--- src/rtl/memory_dp_be.sv ---
// rtl/memory_dp_be.sv - true dual-port RAM with byte enables, RDW mode and post-reset clear
//
// Purpose:
//   Shared scratch/buffer store for two independent masters on one clock.
//   After reset a clear sequencer optionally zeroes every word. Requests
//   are ignored until `ready` rises.
//
// Ports:
//   clk, rst_n            clock (rising edge), asynchronous active-low reset
//   a_en / b_en           port request this cycle
//   a_wr / b_wr           1 = write, 0 = read (qualified by *_en)
//   a_be / b_be           byte-lane write enables
//   a_addr / b_addr       word address
//   a_din / b_din         write data
//   a_dout / b_dout       registered read data (held when not reading)
//   a_valid / b_valid     one-cycle strobe: *_dout carries fresh read data
//   ready                 block accepts requests
//   collision             one-cycle strobe: same-address write-write overlap on a lane
module memory_dp_be #(
  parameter int ADDR           = 4,
  parameter int DATA           = 8,
  parameter int RDW_MODE       = 0,
  parameter int CLEAR_ON_RESET = 1,
  localparam int BE            = DATA / 8
) (
  input  logic            clk,
  input  logic            rst_n,
  input  logic            a_en,
  input  logic            a_wr,
  input  logic [BE-1:0]   a_be,
  input  logic [ADDR-1:0] a_addr,
  input  logic [DATA-1:0] a_din,
  output logic [DATA-1:0] a_dout,
  output logic            a_valid,
  input  logic            b_en,
  input  logic            b_wr,
  input  logic [BE-1:0]   b_be,
  input  logic [ADDR-1:0] b_addr,
  input  logic [DATA-1:0] b_din,
  output logic [DATA-1:0] b_dout,
  output logic            b_valid,
  output logic            ready,
  output logic            collision
);

  localparam int DEPTH = 1 << ADDR;

  typedef enum logic {
    S_CLEAR = 1'b0,
    S_RUN   = 1'b1
  } state_t;

  state_t          state, state_next;
  logic [ADDR-1:0] cnt, cnt_next;
  logic            clear_we;

  logic [DATA-1:0] mem [DEPTH];

  logic            run;
  logic            a_rd, a_we, b_rd, b_we;
  logic            same_addr;
  logic [BE-1:0]   a_lane_we, b_lane_we;
  logic            collide;
  logic [DATA-1:0] a_rd_word, b_rd_word;

  // Replace the lanes selected by mask with new data, keep the rest.
  function automatic logic [DATA-1:0] lane_merge(input logic [DATA-1:0] old_w,
                                                 input logic [DATA-1:0] new_w,
                                                 input logic [BE-1:0]   mask);
    logic [DATA-1:0] r;
    r = old_w;
    for (int i = 0; i < BE; i++) begin
      if (mask[i]) r[8*i +: 8] = new_w[8*i +: 8];
    end
    return r;
  endfunction

  // ---------------------------------------------------------------------
  // Clear sequencer / run-state FSM
  // ---------------------------------------------------------------------
  always_ff @(posedge clk or negedge rst_n) begin
    if (!rst_n) begin
      state <= S_CLEAR;
      cnt   <= '0;
    end else begin
      state <= state_next;
      cnt   <= cnt_next;
    end
  end

  always_comb begin
    state_next = state;
    cnt_next   = cnt;
    clear_we   = 1'b0;
    case (state)
      S_CLEAR: begin
        if (CLEAR_ON_RESET != 0) begin
          clear_we = 1'b1;
          cnt_next = cnt + 1'b1;
          if (cnt == ADDR'(DEPTH - 1)) state_next = S_RUN;
        end else begin
          state_next = S_RUN;
        end
      end
      S_RUN:   state_next = S_RUN;
      default: state_next = S_CLEAR;
    endcase
  end

  assign ready = (state == S_RUN);
  assign run   = ready;

  // ---------------------------------------------------------------------
  // Request decode and collision resolution
  // ---------------------------------------------------------------------
  assign a_rd      = run && a_en && !a_wr;
  assign a_we      = run && a_en &&  a_wr;
  assign b_rd      = run && b_en && !b_wr;
  assign b_we      = run && b_en &&  b_wr;
  assign same_addr = (a_addr == b_addr);

  // Port A owns any lane both ports write at the same address; B keeps
  // only the lanes A left alone, so the array never sees two writers on
  // one lane.
  assign a_lane_we = a_we ? a_be : '0;
  assign b_lane_we = b_we ? (b_be & ~(same_addr ? a_lane_we : '0)) : '0;
  assign collide   = a_we && b_we && same_addr && ((a_be & b_be) != '0);

  // Read data: array word (pre-write), optionally bypassed with the other
  // port's enabled write lanes when reading the address being written.
  always_comb begin
    a_rd_word = mem[a_addr];
    b_rd_word = mem[b_addr];
    if (RDW_MODE != 0) begin
      if (b_we && same_addr) a_rd_word = lane_merge(mem[a_addr], b_din, b_be);
      if (a_we && same_addr) b_rd_word = lane_merge(mem[b_addr], a_din, a_be);
    end
  end

  // ---------------------------------------------------------------------
  // Array write. No reset: contents survive reset unless cleared. While
  // reset is held the FSM sits in CLEAR, so port writes are blocked; the
  // only activity is zeroing word 0, which the clear redoes anyway.
  // ---------------------------------------------------------------------
  always_ff @(posedge clk) begin
    if (clear_we) mem[cnt] <= '0;
    for (int i = 0; i < BE; i++) begin
      if (a_lane_we[i]) mem[a_addr][8*i +: 8] <= a_din[8*i +: 8];
      if (b_lane_we[i]) mem[b_addr][8*i +: 8] <= b_din[8*i +: 8];
    end
  end

  // ---------------------------------------------------------------------
  // Registered outputs
  // ---------------------------------------------------------------------
  always_ff @(posedge clk or negedge rst_n) begin
    if (!rst_n) begin
      a_dout    <= '0;
      b_dout    <= '0;
      a_valid   <= 1'b0;
      b_valid   <= 1'b0;
      collision <= 1'b0;
    end else begin
      a_valid   <= a_rd;
      b_valid   <= b_rd;
      collision <= collide;
      if (a_rd) a_dout <= a_rd_word;
      if (b_rd) b_dout <= b_rd_word;
    end
  end

endmodule

--- config.mk ---
export PLATFORM = sky130hd
export DESIGN_NAME = memory_dp_be
export DESIGN_NICKNAME = d
export VERILOG_FILES = /design/src/rtl/memory_dp_be.sv
export SDC_FILE = /design/constraint.sdc
export NUM_CORES = 1
export LEC_CHECK = 0
export ABC_AREA = 0
export CORE_AREA = 2 2 138 140
export DETAILED_ROUTE_END_ITERATION = 12
export DIE_AREA = 0 0 140 142
export PLACE_DENSITY = 0.74
export SLEW_MARGIN = 20
export SYNTH_ARGS = -nofsm -noshare
export SYNTH_HDL_FRONTEND = slang
export SYNTH_SLANG_ARGS = --single-unit
export TNS_END_PERCENT = 50
--- constraint.sdc ---
create_clock -name clk -period 3 [get_ports clk]
set_clock_uncertainty 0.15 [all_clocks]
set_input_delay 0.6 -clock clk [delete_from_list [all_inputs] [get_ports clk]]
set_output_delay 0.6 -clock clk [all_outputs]
set_load 0.01 [all_outputs]
==> run summary <==
The flow ran to the end, but the final reports show violations. The checks that failed: DRC. The cell area that synthesis handed to floorplanning was 0.009079 mm². Yosys mapped the design onto 50 distinct sky130hd cell types. After clock tree synthesis, the setup repair step added 0 buffers. For the register-to-register setup slack, the log shows 0.35 ns. In this run the count of I/O pins placed on the die edge is 52. For the worst setup path, the data required time is 2.90 ns. During placement, the flow inserted port buffers numbering 51. Number of antenna violations at the first check in global routing: 0.

The critical path goes through nand4_1 -> nor3_1 -> a21oi_1 -> o21bai_1. Data arrives at the worst endpoint at 2.55 ns. TritonCTS built the clock tree. The delay of the slowest cell on the worst path is 0.76 ns. The tools report the row count as 50. The aggregate negative setup slack was 0 ns; the overall overflow remaining after global route was 0. The die extent in x is 140 µm, and the synthesis-to-layout area growth is 18.66%. In the final layout, flip-flops and latches occupy 0.004444 mm². In the routed layout, each cell is associated on average with a via count of 6.604. The logs give 4 for the CTS H-tree depth and 0 for the number of antenna cells inserted. In this run, post-CTS repair resized a total of 0 instances. The critical path is of the reg -> reg type.

The post-synth net total came out at 668. The largest individual stage delay along the critical path comes from the cell sky130_fd_sc_hd__o21bai_1. The number of buffers created by CTS is 17. In this run the worst hold path is classified as reg -> reg. Yosys printed 0 warnings. In this run the deepest clock path goes through 2 buffers. Setup repair after global routing left no endpoint under its margin. The post-layout instance count excluding filler cells came out at 965. The final max-slew violation count is 0, and the standby leakage power is 4.281 nW.

The logs give 18070 µm for the total half-perimeter wirelength after legalization and detailed placement and 1418 for the filler cell count. At the pin with the least slew margin, the transition time is 1.031 ns. The run gives 11 as the detailed-router iteration count before antenna repair. In this run the remaining antenna-violating nets after routing total 0. The number of clock sinks was 152; the worst max-slew margin expressed relative to the limit was 31.24%. The minimum clock period came out at 2.646 ns.

The ratio of final minimum period to clock period is 88.20%, and the via count of the first global-routing pass is 6447. The detailed router finished its first iteration with 828 violations. For the worst-skew pair, the clock arrives at the later sink with an insertion delay of 0.43 ns. For the total count of hold-check failures in the final report, the log shows 0. The overall die area was 0.01988 mm²; the area of the placeable core was 0.01846 mm².

The global placement routability congestion is 0.9784. Including well taps, the total number of placed cells is 933. The first global-routing pass estimated 39530 µm of wire. For this run, the post-layout net count is 751.

The power density over the cells came out at 468.5 mW/mm². The share of the Yosys chip area taken by registers is 48.95%. The pin count of the biggest net entering global routing is 25.

The worst setup path is launched from a flip-flop. The final route contains 6373 vias. Highest clock frequency the design can meet: 377.9 MHz. The master cell of the clock root buffer is sky130_fd_sc_hd__clkbuf_16. In the routed design, unresolved DRC markers number 6. The fraction of final layout cells sized beyond drive strength 1 works out to 39.53%. Averaged over all synthesized cells, the footprint is 14.30 µm². IR analysis of the VDD net gives a maximum drop of 482.2 µV.

Max-cap violations in this run came to 0. The quantity of hold-fixing buffers added after cts is 0. After detailed routing, the average wire length per cell comes to 27.01 µm.

For the overall track demand over capacity in global routing, the log shows 26.87%. The run gives 26070 µm as the total routed wirelength. In the final layout, the multi-input gates occupy 0.004304 mm². The final number of setup-violating endpoints is 0. The initial core utilization was 49.19%. The tools report the kind of end point of the critical path as a flip-flop. Of all nets on the critical path, the largest fanout is 12.

The height of the die was 142 µm; the clock-pin slew on the worst setup and hold paths was 0.06 ns. The synthesized design contains 152 register bits. Final core utilization: 58.37%. The cell count after synthesis came out at 635.
placed cells by master (no fill, tap or decap), types with 3 or more instances in the layout:
cell type / instances
sky130_fd_sc_hd__buf_4: 62
sky130_fd_sc_hd__inv_1: 5
sky130_fd_sc_hd__o22ai_1: 15
sky130_fd_sc_hd__mux4_1: 8
sky130_fd_sc_hd__mux2_2: 135
sky130_fd_sc_hd__nor4_1: 4
sky130_fd_sc_hd__nor3_1: 22
sky130_fd_sc_hd__o21a_1: 5
sky130_fd_sc_hd__clkbuf_16: 17
sky130_fd_sc_hd__o21ai_4: 9
sky130_fd_sc_hd__clkdlybuf4s50_1: 49
sky130_fd_sc_hd__o21ai_0: 18
sky130_fd_sc_hd__nand2b_1: 6
sky130_fd_sc_hd__clkinvlp_4: 4
sky130_fd_sc_hd__and2_0: 8
sky130_fd_sc_hd__bufinv_16: 3
sky130_fd_sc_hd__nor2_1: 17
sky130_fd_sc_hd__a221o_1: 7
sky130_fd_sc_hd__xnor2_1: 6
sky130_fd_sc_hd__nand2_1: 17
sky130_fd_sc_hd__mux2i_1: 50
sky130_fd_sc_hd__edfxtp_1: 128
sky130_fd_sc_hd__a31oi_1: 11
sky130_fd_sc_hd__a221oi_1: 7
sky130_fd_sc_hd__dfrtp_1: 24
sky130_fd_sc_hd__o21bai_1: 5
sky130_fd_sc_hd__mux4_2: 33
sky130_fd_sc_hd__a21oi_1: 11
sky130_fd_sc_hd__buf_12: 8
Yosys cell counts, drive strengths merged:
| master | instances | share of area (%) |
|---|---|---|
| or4 | 1 | 0.083 |
| clkbuf | 24 | 0.99 |
| nor2b | 2 | 0.14 |
| mux2 | 137 | 17 |
| buf | 32 | 2.4 |
| and4 | 1 | 0.12 |
| and2 | 8 | 0.55 |
| a32oi | 2 | 0.19 |
| a221oi | 7 | 0.68 |
| xor2 | 1 | 0.18 |
| o22a | 1 | 0.096 |
| mux4 | 41 | 11 |
| inv | 6 | 0.25 |
| a21o | 1 | 0.083 |
| a31oi | 11 | 0.76 |
| a21oi | 11 | 0.61 |
| nand2 | 17 | 0.70 |
| nor4 | 6 | 0.55 |
| xnor2 | 6 | 0.58 |
| a221o | 7 | 0.77 |
| edfxtp | 128 | 42 |
| o22ai | 15 | 1.0 |
| nor2 | 17 | 0.70 |
| dfrtp | 24 | 6.6 |
| ha | 1 | 0.14 |
| or3b | 1 | 0.096 |
| or2 | 1 | 0.069 |
| mux2i | 50 | 5.5 |
| o31ai | 1 | 0.083 |
| o21bai | 5 | 0.41 |
| nor3 | 23 | 1.3 |
| nand3b | 1 | 0.083 |
| nand3 | 2 | 0.11 |
| o21ai | 29 | 2.8 |
| a31o | 1 | 0.096 |
| nand2b | 6 | 0.41 |
| o21a | 5 | 0.41 |
| nand4 | 3 | 0.54 |
metal layers:
metal  part of all wire, %  global-route usage, %  vias to the layer above  wire length (µm)
li1                      -                      -                     2703                 -
met3                   9.6                  5.249                       54              2490
met2                    48                  44.08                      372             12510
met5                     0                      0                        -                 0
met4                   2.4                  8.400                        0               632
met1                    40                  36.60                     3244             10430
report_power, final:
| group | switching (W) | internal (W) |
|---|---|---|
| sequential | 0.0000236 | 0.00231 |
| clock | 0.000872 | 0.00130 |
| combinational | 0.000292 | 0.000251 |
cell families after synthesis:
kind of cell / synth area share [%]
adder cells (fa/ha/maj): 0.1378
multiplexers: 33.01
buffers and inverters: 3.638
AND/OR/NAND/NOR: 5.485
AO/OA/AOI/OAI: 8.021
flip-flops: 48.95
XOR/XNOR: 0.7580
final timing paths:
kind | from | endpoint | cells after the start
max in group asynchronous | rst_n | b_dout[5] | 2
min in group asynchronous | rst_n | a_dout[0] | 2
max reg2reg | ready | mem[10][5] | 4
min | a_dout[6] | a_dout[6] | 1
max | ready | mem[10][5] | 4
min reg2reg | a_dout[6] | a_dout[6] | 1
worst max-delay path, delay by kind of cell (launching register included):
family          cells  cell delay [ns]
flops               1             0.62
simple gates        2             0.61
compound gates      2             0.89
final cells by class:
cell class | count | area share (%)
Multi-Input combinational cell | 421 | 39.95
Timing Repair Buffer | 120 | 10.41
Sequential cell | 152 | 41.25
Clock inverter | 13 | 1.440
Inverter | 6 | 0.2091
Tap cell | 234 | 2.718
Clock buffer | 19 | 4.019
flip-flops by register name (all words and copies together) (netlist names):
name / count
mem: 128
a_dout: 8
b_dout: 8
cnt: 4
a_valid: 1
b_valid: 1
collision: 1
ready: 1
stage by stage:
stage	setup WS (ns)	total power (W)	cell area, µm²	hold slack, ns
after global routing	0.2391	0.005163	10770	0.3991
after global placement	0.001894	0.002896	10180	0.3566
after floorplan	0.3571	0.002670	9079	0.1544
final	0.3539	0.005047	10770	0.3771
after CTS	0.3966	0.005046	10770	0.3847
after detailed placement	-0.03698	0.002907	10180	0.3715
Note: power is estimated with default switching activity, not from simulation.
